`config.mk`:
```
export PLATFORM = sky130hd
export DESIGN_NAME = target_hit_detect_flat
export DESIGN_NICKNAME = d
export VERILOG_FILES = /design/src/rtl/target_hit_detect_pkg.sv /design/src/rtl/target_hit_detect_if.sv /design/src/rtl/target_lfsr.sv /design/src/rtl/target_hit_detect.sv /design/src/flat_wrapper.sv
export SDC_FILE = /design/constraint.sdc
export NUM_CORES = 1
export LEC_CHECK = 0
export BUFFER_PORTS_ARGS = -buffer_cell sky130_fd_sc_hd__buf_2
export CAP_MARGIN = 0
export CORE_MARGIN = 10
export CORE_UTILIZATION = 55
export CTS_BUF_LIST = sky130_fd_sc_hd__clkbuf_4
export DETAILED_ROUTE_END_ITERATION = 12
export GPL_ROUTABILITY_DRIVEN = 1
export PLACE_DENSITY = 0.83
export SETUP_SLACK_MARGIN = 0.2
export SYNTH_ARGS = -nofsm -noshare
export SYNTH_HDL_FRONTEND = slang
export SYNTH_HIERARCHICAL = 1
export SYNTH_SLANG_ARGS = --single-unit
```
`constraint.sdc`:
```
create_clock -name clk -period 5.3 [get_ports clk]
set_input_delay 0.795 -clock clk [delete_from_list [all_inputs] [get_ports clk]]
set_output_delay 0.795 -clock clk [all_outputs]
set_load 0.005 [all_outputs]
```
`src/rtl/target_hit_detect_pkg.sv`:
```
// Shared definitions for the target overlay: FSM encoding, screen geometry,
// pixel-bus struct and an interval-overlap helper.
package target_hit_detect_pkg;

  localparam logic [1:0] ST_MOVE    = 2'b00;
  localparam logic [1:0] ST_FLASH   = 2'b01;
  localparam logic [1:0] ST_RESPAWN = 2'b10;

  localparam int SCREEN_W_PX = 800;
  localparam int SCREEN_H_PX = 600;

  localparam logic [11:0] PROJ_COLOR = 12'hf00;

  typedef struct packed {
    logic [10:0] hcount;
    logic [10:0] vcount;
    logic        h_sync;
    logic        v_sync;
    logic        h_blank;
    logic        v_blank;
    logic [11:0] rgb;
  } vid_t;

  // Closed intervals [a_lo,a_hi] and [b_lo,b_hi] share at least one point.
  function automatic logic span_overlap(input logic [12:0] a_lo, input logic [12:0] a_hi,
                                        input logic [12:0] b_lo, input logic [12:0] b_hi);
    return (a_hi >= b_lo) && (a_lo <= b_hi);
  endfunction

endpackage

```
`src/rtl/target_hit_detect_if.sv`:
```
// Pixel/timing bus between stages of the VGA overlay chain.
// The master drives the bundle, the slave consumes it; no handshake.
interface target_hit_detect_if;
  import target_hit_detect_pkg::*;

  vid_t dat;

  modport master (output dat);
  modport slave  (input  dat);
endinterface

```
`src/rtl/target_lfsr.sv`:
```
// 8-bit Fibonacci LFSR (taps 8,6,5,4), seed 8'h5A, advances when step is high.
// Output is the registered value; no backpressure.
module target_lfsr (
  input  logic       clk,
  input  logic       rst_n,
  input  logic       step,
  output logic [7:0] lfsr
);

  logic [7:0] lfsr_q, lfsr_d;

  always_comb begin
    lfsr_d = lfsr_q;
    if (step) lfsr_d = {lfsr_q[6:0], lfsr_q[7] ^ lfsr_q[5] ^ lfsr_q[4] ^ lfsr_q[3]};
  end

  always_ff @(posedge clk) begin
    if (!rst_n) lfsr_q <= 8'h5A;
    else        lfsr_q <= lfsr_d;
  end

  assign lfsr = lfsr_q;

endmodule

```
`src/rtl/target_hit_detect.sv`:
```
// Bouncing target overlay with once-per-frame projectile hit test; pixel and timing pass with 1-clock latency,
// free-running stream with no backpressure. Define TARGET_LFSR_EN to randomise the respawn x.
module target_hit_detect
  import target_hit_detect_pkg::*;
#(
  parameter int          SCREEN_W       = SCREEN_W_PX,
  parameter int          TARGET_W       = 32,
  parameter int          TARGET_H       = 16,
  parameter int          TARGET_Y       = 40,
  parameter int          TARGET_START_X = 384,
  parameter int          SPEED          = 2,
  parameter int          FLASH_FRAMES   = 30,
  parameter logic [11:0] TARGET_COLOR   = 12'h0f0,
  parameter logic [11:0] FLASH_COLOR    = 12'hfff
) (
  input  logic                clk,
  input  logic                rst_n,
  target_hit_detect_if.slave  vid_in,
  target_hit_detect_if.master vid_out,
  input  logic                bullet_active,
  input  logic [11:0]         bullet_x,
  input  logic [11:0]         bullet_y,
  output logic                hit,
  output logic [7:0]          score,
  output logic [11:0]         target_x
);

  localparam int          FCW       = $clog2(FLASH_FRAMES + 1);
  localparam logic [12:0] X_SPAN    = 13'(TARGET_W - 1);
  localparam logic [12:0] Y_TOP     = 13'(TARGET_Y);
  localparam logic [12:0] Y_BOT     = 13'(TARGET_Y + TARGET_H - 1);
  localparam logic [12:0] EDGE_PAD  = 13'(TARGET_W + SPEED);
  localparam logic [12:0] SCREEN_R  = 13'(SCREEN_W);

  logic [1:0]     state_q, state_d;
  logic           dir_left_q, dir_left_d;
  logic [11:0]    tx_q, tx_d;
  logic [FCW-1:0] flash_cnt_q, flash_cnt_d;
  logic [7:0]     score_q, score_d;
  logic           hit_q, hit_d;
  vid_t           vid_q, vid_d;

  logic        tick, overlap, in_box;
  logic [12:0] tx_w, bx_w, by_w, h_w, v_w;
  logic [11:0] respawn_x;

  assign tick = (vid_in.dat.hcount == 11'd0) && (vid_in.dat.vcount == 11'd0);
  assign tx_w = {1'b0, tx_q};
  assign bx_w = {1'b0, bullet_x};
  assign by_w = {1'b0, bullet_y};
  assign h_w  = {2'b0, vid_in.dat.hcount};
  assign v_w  = {2'b0, vid_in.dat.vcount};

  // 13-bit arithmetic so bullet_x+3 and tx+W-1 never wrap.
  assign overlap = span_overlap(bx_w, bx_w + 13'd3, tx_w, tx_w + X_SPAN) &&
                   span_overlap(by_w, by_w + 13'd3, Y_TOP, Y_BOT);
  assign in_box  = span_overlap(h_w, h_w, tx_w, tx_w + X_SPAN) &&
                   span_overlap(v_w, v_w, Y_TOP, Y_BOT);

`ifdef TARGET_LFSR_EN
  logic [7:0] lfsr_val;

  target_lfsr u_lfsr (
    .clk   (clk),
    .rst_n (rst_n),
    .step  (tick),
    .lfsr  (lfsr_val)
  );

  assign respawn_x = {4'b0, lfsr_val} + 12'd100;
`else
  assign respawn_x = 12'(TARGET_START_X);
`endif

  always_comb begin
    state_d     = state_q;
    dir_left_d  = dir_left_q;
    tx_d        = tx_q;
    flash_cnt_d = flash_cnt_q;
    score_d     = score_q;
    hit_d       = 1'b0;
    if (tick) begin
      case (state_q)
        ST_MOVE: begin
          // A hit freezes the target where it was struck.
          if (bullet_active && overlap) begin
            hit_d       = 1'b1;
            score_d     = (score_q == 8'hff) ? score_q : score_q + 8'd1;
            flash_cnt_d = FCW'(FLASH_FRAMES - 1);
            state_d     = ST_FLASH;
          end else if (!dir_left_q) begin
            if (tx_w + EDGE_PAD >= SCREEN_R) begin
              tx_d       = 12'(SCREEN_W - TARGET_W);
              dir_left_d = 1'b1;
            end else begin
              tx_d = tx_q + 12'(SPEED);
            end
          end else begin
            if (tx_q < 12'(SPEED)) begin
              tx_d       = 12'd0;
              dir_left_d = 1'b0;
            end else begin
              tx_d = tx_q - 12'(SPEED);
            end
          end
        end
        ST_FLASH: begin
          if (flash_cnt_q == '0) state_d = ST_RESPAWN;
          else                   flash_cnt_d = flash_cnt_q - 1'b1;
        end
        ST_RESPAWN: begin
          tx_d       = respawn_x;
          dir_left_d = ~dir_left_q;
          state_d    = ST_MOVE;
        end
        default: state_d = ST_MOVE;
      endcase
    end
  end

  always_comb begin
    vid_d = vid_in.dat;
    if (!vid_in.dat.h_blank && !vid_in.dat.v_blank && in_box) begin
      if (state_q == ST_MOVE)       vid_d.rgb = TARGET_COLOR;
      else if (state_q == ST_FLASH) vid_d.rgb = FLASH_COLOR;
    end
  end

  always_ff @(posedge clk) begin
    if (!rst_n) begin
      state_q     <= ST_MOVE;
      dir_left_q  <= 1'b0;
      tx_q        <= 12'(TARGET_START_X);
      flash_cnt_q <= '0;
      score_q     <= 8'd0;
      hit_q       <= 1'b0;
      vid_q       <= '0;
    end else begin
      state_q     <= state_d;
      dir_left_q  <= dir_left_d;
      tx_q        <= tx_d;
      flash_cnt_q <= flash_cnt_d;
      score_q     <= score_d;
      hit_q       <= hit_d;
      vid_q       <= vid_d;
    end
  end

  assign vid_out.dat = vid_q;
  assign hit         = hit_q;
  assign score       = score_q;
  assign target_x    = tx_q;

endmodule

```
`src/flat_wrapper.sv`:
```
// flat-port wrapper written by rule: the top's interface ports become plain ports
module target_hit_detect_flat import target_hit_detect_pkg::*;
#(
  parameter int          SCREEN_W       = SCREEN_W_PX,
  parameter int          TARGET_W       = 32,
  parameter int          TARGET_H       = 16,
  parameter int          TARGET_Y       = 40,
  parameter int          TARGET_START_X = 384,
  parameter int          SPEED          = 2,
  parameter int          FLASH_FRAMES   = 30,
  parameter logic [11:0] TARGET_COLOR   = 12'h0f0,
  parameter logic [11:0] FLASH_COLOR    = 12'hfff
)
  (clk, rst_n, bullet_active, bullet_x, bullet_y, hit, score, target_x, vid_in_dat, vid_out_dat);
  target_hit_detect_if vid_in_i ();
  target_hit_detect_if vid_out_i ();
  input  logic clk;
  input  logic rst_n;
  input  logic bullet_active;
  input  logic [11:0] bullet_x;
  input  logic [11:0] bullet_y;
  output logic hit;
  output logic [7:0] score;
  output logic [11:0] target_x;
  input wire logic [$bits(vid_in_i.dat)-1:0] vid_in_dat;
  output wire logic [$bits(vid_out_i.dat)-1:0] vid_out_dat;
  assign vid_in_i.dat = vid_in_dat;
  assign vid_out_dat = vid_out_i.dat;
  target_hit_detect #(.SCREEN_W(SCREEN_W), .TARGET_W(TARGET_W), .TARGET_H(TARGET_H), .TARGET_Y(TARGET_Y), .TARGET_START_X(TARGET_START_X), .SPEED(SPEED), .FLASH_FRAMES(FLASH_FRAMES), .TARGET_COLOR(TARGET_COLOR), .FLASH_COLOR(FLASH_COLOR)) u_core (.clk(clk), .rst_n(rst_n), .vid_in(vid_in_i), .vid_out(vid_out_i), .bullet_active(bullet_active), .bullet_x(bullet_x), .bullet_y(bullet_y), .hit(hit), .score(score), .target_x(target_x));
endmodule
```
After elaboration in Yosys (flattened, before gate mapping):

Cells that the tools add are included.

* register bits: 67
* output and inout port bits: 59
* word-level logic and storage cells: 83
* memories kept: 0
* bits of input ports: 65
* bits in latches: 0
* memory bits (read-only): 0
* bits in writable memories: 0

* magnitude comparators: 10
* bitwise gates (word level): 2
* divide/modulo/power cells: 0
* multipliers: 0
* shift-type cells: 0
* add/subtract/negate cells: 8
* muxes and demuxes: 20
* reduce and logical (&&, ||, !) cells: 23
* equality and inequality tests: 7

Operators with widths (count)
* 12-bit two-way mux: 7
* 12-bit by 2-bit adder with 13-bit output (second input constant): 2
* 12-bit one-hot mux with 2 select lines: 1
* 11-bit zero test: 2
* 12-bit by 5-bit adder with 13-bit output (second input constant): 1
* 12-bit by 6-bit adder with 13-bit output (second input constant): 1
* 13-bit by 10-bit greater-or-equal comparator with 1-bit output (second input constant): 1
* 13-bit by 12-bit greater-or-equal comparator with 1-bit output: 1
* 13-bit by 6-bit greater-or-equal comparator with 1-bit output (second input constant): 1
* 11-bit by 13-bit <= comparator with 1-bit output: 1
* 12-bit by 13-bit <= comparator with 1-bit output: 1
* 12-bit by 2-bit adder with 12-bit output (second input constant): 1
* 11-bit by 12-bit greater-or-equal comparator with 1-bit output: 1
* 12-bit by 6-bit <= comparator with 1-bit output (second input constant): 1
* 12-bit by 2-bit less-than comparator with 1-bit output (second input constant): 1
* 12-bit by 2-bit subtractor with 12-bit output (second input constant): 1
* 11-bit by 6-bit greater-or-equal comparator with 1-bit output (second input constant): 1
* 11-bit by 6-bit <= comparator with 1-bit output (second input constant): 1
* 1-bit logical AND: 10
* 5-bit two-way mux: 2
* 5-bit one-hot mux with 2 select lines: 1
* 3-bit AND reduction: 3
* 8-bit by 1-bit adder with 8-bit output (second input constant): 1
* 8-bit equality test (second input constant): 1
* 15 further kinds: 26

Longest topological paths before layout:

Gate-level depths: netlist (run 1).

* word-level depth: 7
* gate-level depth with buffers: 18
* gate-level depth less buffers: 15

Worst setup path after synthesis (run 1):

No wires, ideal clock.

* path type: register -> register
* start: register u_core.tx_q[1] (netlist: u_core/target_x[1])
* end: register u_core.tx_q[5] (netlist: u_core/target_x[5])
* data required time: 5.178 ns
* setup time: 0.122 ns
* data arrival time: 3.891 ns
* buffers on the path: 2
* period minus slack after synthesis: 4.013 ns
* slack: 1.287 ns
* cell stages (with the launch flop): 16
* cells stage by stage: dfxtp_1 -> buf_6 -> inv_1 -> ha_1 -> nor3b_1 -> or4_1 -> xnor2_1 -> ha_1 -> a31o_2 -> or2_2 -> o221a_2 -> o221a_4 -> o31ai_1 -> buf_2 -> nor3_1 -> a311o_1

* longest elaborated chain between the ends: 7
* elaborated cells on any way between the ends: 18
* those cells by class: 4 x add/sub; 4 x order compare; 1 x eq/ne; 5 x mux; 4 x reduce/logical

Ends and longest elaborated chain
* from (decl): RTL line target_hit_detect.sv:37 `logic [11:0] tx_q, tx_d;`
* from (signal assigned): RTL line target_hit_detect.sv:133 `tx_q <= 12'(TARGET_START_X);`
* from (signal assigned): RTL line target_hit_detect.sv:141 `tx_q <= tx_d;`
* 12-bit by 5-bit adder with 13-bit output: RTL line target_hit_detect.sv:55 `assign overlap = span_overlap(bx_w, bx_w + 13'd3, tx_w, tx_w + X_SPAN) &&`
* 12-bit by 13-bit <= comparator with 1-bit output: RTL line target_hit_detect_pkg.sv:27 `return (a_hi >= b_lo) && (a_lo <= b_hi);`
* 1-bit logical AND: RTL line target_hit_detect_pkg.sv:27
* 1-bit logical AND: RTL line target_hit_detect.sv:55
* 1-bit logical AND: RTL line target_hit_detect.sv:86 `if (bullet_active && overlap) begin`
* 2-bit inequality test (no source line)
* 3-bit AND reduction (no source line)

Parallel ways exist; a longest one is shown, timed or not. The select of a mux whose other input is x is not followed.
A chain may end at the register's enable or synchronous reset.

Worst setup path after layout (run 1):

* start: register u_core.tx_q[1] (netlist: u_core/target_x[1])
* end: register u_core.score_q[7] (netlist: u_core/score[7])

* longest elaborated chain between the ends: 6
* elaborated cells on any way between the ends: 7
* those cells by class: 1 x add/sub; 2 x order compare; 4 x reduce/logical

Ends and longest elaborated chain
* 12-bit by 5-bit adder with 13-bit output: RTL line target_hit_detect.sv:55
* 12-bit by 13-bit <= comparator with 1-bit output: RTL line target_hit_detect_pkg.sv:27
* 1-bit logical AND *: RTL line target_hit_detect_pkg.sv:27
* 1-bit logical AND *: RTL line target_hit_detect.sv:55
* 1-bit logical AND *: RTL line target_hit_detect.sv:86
* 4-bit AND reduction (no source line) *
* to (signal assigned): RTL line target_hit_detect.sv:143 `score_q <= score_d;`
* to (decl): RTL line target_hit_detect.sv:39 `logic [7:0] score_q, score_d;`

Mark *: on every way between the ends. The rest lies on a longest branch, timed or not.

==> out/metrics.cfg, run 1 <==
[placed_design]
placedCellCount = 743
port_buffers = 122
place_ws_ns = 0.7875
gp_congestion = 0.9585
dp.final_hpwl_um = 10740

[logic_synthesis]
synth_most_common_cell = dfxtp_1
synth_top_cell_area_share = 0.2894
syn_inst = 542
synth_cell_type_count = 74
synth_warnings = 6
syn_area_um2 = 4566
syn_nets = 649
avgSynthCellArea_um2 = 8.424
synth_edf_count = 0
synthFlopType = dfxtp_1
synth_largest_area_cell = dfxtp_1
ys_seq_elements = 66
ys_seq_area_frac = 0.2894
ys_top_cells_by_area = dfxtp_1 (29%), ha_1 (12%), xnor2_1 (4.4%), and2_1 (4.2%), mux2i_1 (3.9%)
synthTopCellsByCount = dfxtp_1 (66), ha_1 (42), nand2_1 (39)
ys_async_sr_fraction = 0

[timing]
relSlewSlack = 0.2365
hold_ws_ns = 0.5120
fin_ws_ns = 0.5708
max_freq_mhz = 211.5
finClkSkew_ns = 0.03109
fin_setup_tns_ns = 0
rsz0062_at_grt = no
final_min_period_over_clock_period = 0.8923
worstMarginPinSlew_ns = 1.143
finalSetupViolations = 0
hold_viol_final = 0
min_period_ns = 4.729
final_max_slew_viol_count = 0

[critical_path]
critPathKind = flop to flop
crit_path_frequent_cell = ha_1
crit_path_start_kind = flop
timing.critical_path.slowest_stage_cell = nor3b_1
slowest_delay_ns = 0.93
critical_path_required_ns = 5.67
cp_max_fo = 14
cp-end-kind = flop
path_cells = inv_1 -> ha_1 -> nor3b_1 -> or4_1 -> xnor2_1 -> ha_1 -> a31o_2 -> or2_2 -> o221a_2 -> o221a_4 -> or2_1 -> nor4_1 -> mux2i_1
worstPathArrival_ns = 5.10

[clock_network]
clkSlewWorstSetupHoldPaths_ns = 0.14
clk_latency_ns = 0.44
clk_path_buf_depth = 2
clkSinkCount = 66
cts_resized = 0
cts_tree = built
cts_buffers = 9
hold_buffers = 0
post-cts-setup-buffer-count = 0
clockRootBuffer = clkbuf_4
htree_levels = 3

[cells_and_area]
syn2layout_area_growth_pct = 16.03
fin_nets = 756
fillers = 675
drive_above_1_share = 0.2431
layoutNonFillerInstCount = 760
multi_input_area_um2 = 2960
seqCellArea_um2 = 1321

[global_route]
gr-usage-all-layers = 0.2176
globalRoute.totalOverflow = 0
grt_pass1_wl_um = 22670
grt_max_degree = 63
grt_pass1_vias = 4564
antenna_found_initial = 1

[drt]
wl_um = 13940
ant_nets = 0
vias = 4582
m1WireLength_um = 5688
wl_met3_um = 1004
drt_iter0_markers = 546
wl_per_cell_um = 18.35
viasPerCell = 6.029
met2_length_um = 6876
drt_first_pass_iters = 5
route.detailed.drc = 0
highest_layer = met4

[floorplan]
core-area_um2 = 8134
initial_core_util = 0.5613
fp.dieW_um = 111.1
die-area_um2 = 12350
ioPinCount = 124
fp.dieH_um = 111.1
rows = 33

[pwr]
p_comb_frac = 0.152
clockPowerShare = 0.343
switching_power_w = 0.0002943
swShare = 0.2870
p_per_area_nw_per_um2 = 193.6
leakage_nw = 2.381
power.total_w = 0.001026
pwr-share-seq = 0.506
vdd_ir_drop_max_uv = 134.2
power.internal_w = 0.0007312

[job]
drv_cap = 0

[worst_hold_path]
min_path_type = flop to flop

[status]
status = complete, no violations

## power by group through the flow
stage	logic, W	clock network, W	registers, W
final	0.000155	0.000351	0.000519
after global routing	0.000174	0.000380	0.000521
after CTS	0.000155	0.000353	0.000519
after detailed placement	0.000154	0	0.000530
after global placement	0.000147	0	0.000529
after floorplan	0.0000868	0	0.000529
## through the flow
| stage | util | cell area (um2) |
|---|---|---|
| 3_3_place_gp | 0.6333 | 5151 |
| 5_1_grt | 0.6513 | 5298 |
| 6_report | 0.6513 | 5298 |
| 2_1_floorplan | - | 4566 |
| 3_5_place_dp | 0.6333 | 5151 |
| 4_1_cts | 0.6510 | 5295 |
## final timing paths
kind | start | end | slack, ns | cells after the start
setup / recovery | u_core/target_x[1]$_SDFFE_PN0P_ | u_core/score[7]$_SDFFE_PN0P_ | 0.57 | 13
hold reg to reg | u_core/score[3]$_SDFFE_PN0P_ | u_core/score[3]$_SDFFE_PN0P_ | 0.51 | 2
hold / removal | u_core/score[3]$_SDFFE_PN0P_ | u_core/score[3]$_SDFFE_PN0P_ | 0.51 | 2
setup reg to reg | u_core/target_x[1]$_SDFFE_PN0P_ | u_core/score[7]$_SDFFE_PN0P_ | 0.57 | 13
## state kept, by name, summed over array words and instances (netlist names)
name and cells:
u_core/dir_left_q 1, u_core/flash_cnt_q 5, u_core/hit 1, u_core/score 8, u_core/state_q 2, u_core/target_x 11
u_core/vid_out.dat 38
## kinds of logic (layout without fill, tap and decap cells)
logic type	count (synthesis)	in the layout	synth area share
xor gates and xnor gates	25	25	0.05207
muxes	18	18	0.03946
and+or+nand+nor	206	206	0.2392
other	1	2	0.0008214
AOI/OAI and AO/OA	127	127	0.1984
buffers and inverters	56	168	0.06330
adders and majority gates	43	43	0.1173
DFF	66	66	0.2894
## cells in the final DEF, fill, tap and decap left out, types with 5 or more instances in the layout
cell      netlist  final
xnor2_1        23     23
nand3_1        24     24
clkbuf_4        0      9
inv_1          23     23
nand2b_1        8      8
o21a_1          7      7
or3_1           5      5
a31oi_1         7      7
nand4_1        10     10
nand2_1        39     39
nor3_1         10     10
a21oi_1        24     24
dfxtp_1        66     66
and2_1         31     31
a211oi_1        6      6
mux2i_1        18     18
buf_2           5    122
o21ai_0        27     27
a22oi_1         5      5
nor4_1         18     18
o22ai_1         5      5
nor2_1         35     35
ha_1           42     42
## metal layers
metal,up-vias,track usage
li1,2208,-
met1,2113,0.2551
met2,223,0.3699
met3,38,0.05952
met4,0,0.07969
met5,-,0
## area by class of cell
type | instances | share of cell area
diodes | 1 | 0.0004724
clock buffers | 9 | 0.01275
clock inverters | 7 | 0.01441
inverters | 26 | 0.01842
multi-input cells | 420 | 0.5588
flip-flops and latches | 66 | 0.2494
well taps | 105 | 0.02480
repair buffers | 126 | 0.1209
## critical path, delay by kind of cell, from the launching register on
kind | cells | cell delay, ns
simple gates | 5 | 2.32
compound gates | 3 | 0.81
fa+ha+maj | 2 | 0.50
flops | 1 | 0.48
mux | 1 | 0.22
buf+inv | 1 | 0.17
xor+xnor | 1 | 0.14
No activity file was read; power rests on OpenSTA's default activity.
==> run 2: changes to the inputs <==
- CORE_UTILIZATION: 55 -> 50
- GPL_TIMING_DRIVEN: not set -> 0
- PLACE_DENSITY: 0.83 -> 0.8
- clock period: 5.3 -> 4.1 ns (I/O delays scaled with it)
==> run 2 against run 1 <==
Effect of this change: the flow now finishes with violations (max-capacitance violations, max-slew violations); combinational power up 39%; final cell count up 6.1%; via count up 5.1%; utilization up 1.0 points; sequential power up 28%; worst setup slack worse by 0.35 ns; sequential share of layout area down 2.2 points; critical path type unchanged; total power up 36%; final area up 10%.
==> out/metrics.cfg, run 2 (synthesis gave the netlist of run 1 again) <==
[pwr]
power.total_w = 0.001399  ; was 0.001026 W
clockPowerShare = 0.370  ; was 0.343
p_comb_frac = 0.154  ; was 0.152
pwr-share-seq = 0.475  ; was 0.506
p_per_area_nw_per_um2 = 240.2  ; was 193.6 nW/um2
vdd_ir_drop_max_uv = 257.2  ; was 134.2 uV
leakage_nw = 2.622  ; was 2.381 nW
swShare = 0.2765  ; was 0.2870
power.internal_w = 0.001012  ; was 0.0007312 W
switching_power_w = 0.0003869  ; was 0.0002943 W

[timing]
final_max_slew_viol_count = 8  ; was 0
worstMarginPinSlew_ns = 1.502  ; was 1.143 ns
min_period_ns = 3.876  ; was 4.729 ns
finalSetupViolations = 0  ; unchanged
hold_viol_final = 0  ; unchanged
fin_ws_ns = 0.2244  ; was 0.5708 ns
max_freq_mhz = 258.0  ; was 211.5 MHz
final_min_period_over_clock_period = 0.9453  ; was 0.8923
relSlewSlack = -0.01024  ; was 0.2365
rsz0062_at_grt = yes  ; was no
finClkSkew_ns = 0.02803  ; was 0.03109 ns

[floorplan]
fp.dieW_um = 115.6  ; was 111.1 um
fp.dieH_um = 115.6  ; was 111.1 um
die-area_um2 = 13350  ; was 12350 um2
rows = 34  ; was 33
core-area_um2 = 8806  ; was 8134 um2
initial_core_util = 0.5185  ; was 0.5613
ioPinCount = 124  ; unchanged

[placed_design]
port_buffers = 118  ; was 122
placedCellCount = 768  ; was 743
place_ws_ns = -0.1233  ; was 0.7875 ns
gp_congestion = 0.9491  ; was 0.9585
dp.final_hpwl_um = 11090  ; was 10740 um

[clock_network]
clk_latency_ns = 0.43  ; was 0.44 ns
cts_tree = built  ; unchanged
clk_path_buf_depth = 2  ; unchanged
clkSlewWorstSetupHoldPaths_ns = 0.14  ; about the same
cts_buffers = 9  ; unchanged
htree_levels = 3  ; unchanged
clkSinkCount = 66  ; unchanged
clockRootBuffer = clkbuf_4  ; unchanged

[critical_path]
reg2reg_slack_ns = 0.22  ; was 0.57 ns
critPathKind = flop to flop  ; unchanged
worstPathArrival_ns = 4.17  ; was 5.10 ns
crit_path_start_kind = flop  ; unchanged
critical_path_required_ns = 4.40  ; was 5.67 ns
cp-end-kind = flop  ; unchanged
cp_max_fo = 5  ; was 14

[global_route]
grt_pass1_vias = 4625  ; was 4564
globalRoute.totalOverflow = 0  ; unchanged
antenna_found_initial = 0  ; was 1
grt_max_degree = 14  ; was 63
gr-usage-all-layers = 0.2048  ; was 0.2176
grt_pass1_wl_um = 22310  ; was 22670 um

[drt]
vias = 4816  ; was 4582
drt_iter0_markers = 549  ; was 546
drt_first_pass_iters = 5  ; unchanged
ant_nets = 0  ; unchanged
wl_per_cell_um = 18.04  ; was 18.35 um
viasPerCell = 5.975  ; was 6.029
route.detailed.drc = 0  ; unchanged
wl_um = 14540  ; was 13940 um

[cells_and_area]
layoutNonFillerInstCount = 806  ; was 760
largest_reg_flops = 38  ; unchanged
seqCellArea_um2 = 1328  ; was 1321 um2
fin_nets = 800  ; was 756
multi_input_area_um2 = 3114  ; was 2960 um2
antenna_cells = 0  ; was 1
fin_util = 0.6617  ; was 0.6513
mostFrequentLayoutCell = buf_2  ; unchanged
drive_above_1_share = 0.3009  ; was 0.2431
syn2layout_area_growth_pct = 27.62  ; was 16.03%
fillers = 716  ; was 675
final_cell_mix = buf_2 (122), dfxtp_1 (63), ha_1 (41)  ; was buf_2 (122), dfxtp_1 (66), ha_1 (42)

[worst_hold_path]
min_path_type = primary input to flop  ; was flop to flop

[job]
drv_cap = 1  ; was 0

[status]
violations = max-capacitance violations, max-slew violations
status = finished with violations  ; was complete, no violations

run 2: area by class of cell:
type,count,share of cell area
Multi-Input combinational cell,420,0.5345
Timing Repair Buffer,140,0.1310
Sequential cell,66,0.2278
Tap cell,108,0.02319
Clock inverter,7,0.01718
Buffer,30,0.03607
Inverter,26,0.01868
Clock buffer,9,0.01160
run 2: power groups by stage:
stage | registers (W) | clock network, W | logic (W)
final | 0.000665 | 0.000518 | 0.000216
after CTS | 0.000665 | 0.000523 | 0.000209
after detailed placement | 0.000681 | 0 | 0.000207
after global routing | 0.000668 | 0.000556 | 0.000239
after global placement | 0.000680 | 0 | 0.000198
after floorplan | 0.000684 | 0 | 0.000112
run 2: per-layer routing:
| layer | share of wire | vias to the layer above | GRT usage |
|---|---|---|---|
| met5 | 0 | - | 0 |
| met4 | 0.031 | 0 | 0.08615 |
| met3 | 0.084 | 49 | 0.05530 |
| met2 | 0.49 | 243 | 0.3505 |
| met1 | 0.39 | 2223 | 0.2363 |
| li1 | - | 2301 | - |
run 2: repair_timing:
action | in CTS | in global routing
setup buffers | 8 | 12
setup endpoints to repair | 22 | 22
pin swaps | 3 | 17
hold buffers | 0 | 0
gates resized for setup | 21 | 21
cloned | 2 | 0
run 2: worst paths after layout:
kind / to / startpoint / depth (start not counted)
worst min register to register: u_core/score[5]$_SDFFE_PN0P_ / u_core/score[5]$_SDFFE_PN0P_ / 2
worst min-delay path: u_core/vid_out.dat[22]$_SDFF_PN0_ / vid_in_dat[22] / 2
worst max-delay path: u_core/score[1]$_SDFFE_PN0P_ / u_core/target_x[2]$_SDFFE_PN0P_ / 14
worst max register to register: u_core/score[1]$_SDFFE_PN0P_ / u_core/target_x[2]$_SDFFE_PN0P_ / 14
run 2: metrics by stage:
stage          area [um2]  setup TNS (ns)  hold slack [ns]
6_report             5827               0           0.4045
5_1_grt              5827               0           0.3826
4_1_cts              5632               0           0.3889
3_5_place_dp         5301         -0.8805           0.4912
3_3_place_gp         5301         -0.6908           0.4795
2_1_floorplan        4576               0           0.4630
run 2: worst max-delay path, cell delays in order, from the launching register on:
cell	delay, ns
dfxtp_2	0.36
buf_6	0.11
inv_6	0.04
ha_4	0.15
nor3b_4	0.16
or4_4	0.56
xnor2_2	0.15
ha_1	0.33
a31o_4	0.27
or2_4	0.23
o221a_4	0.21
o221a_4	0.32
nor4_1	0.53
mux2i_1	0.26
nor2_1	0.06
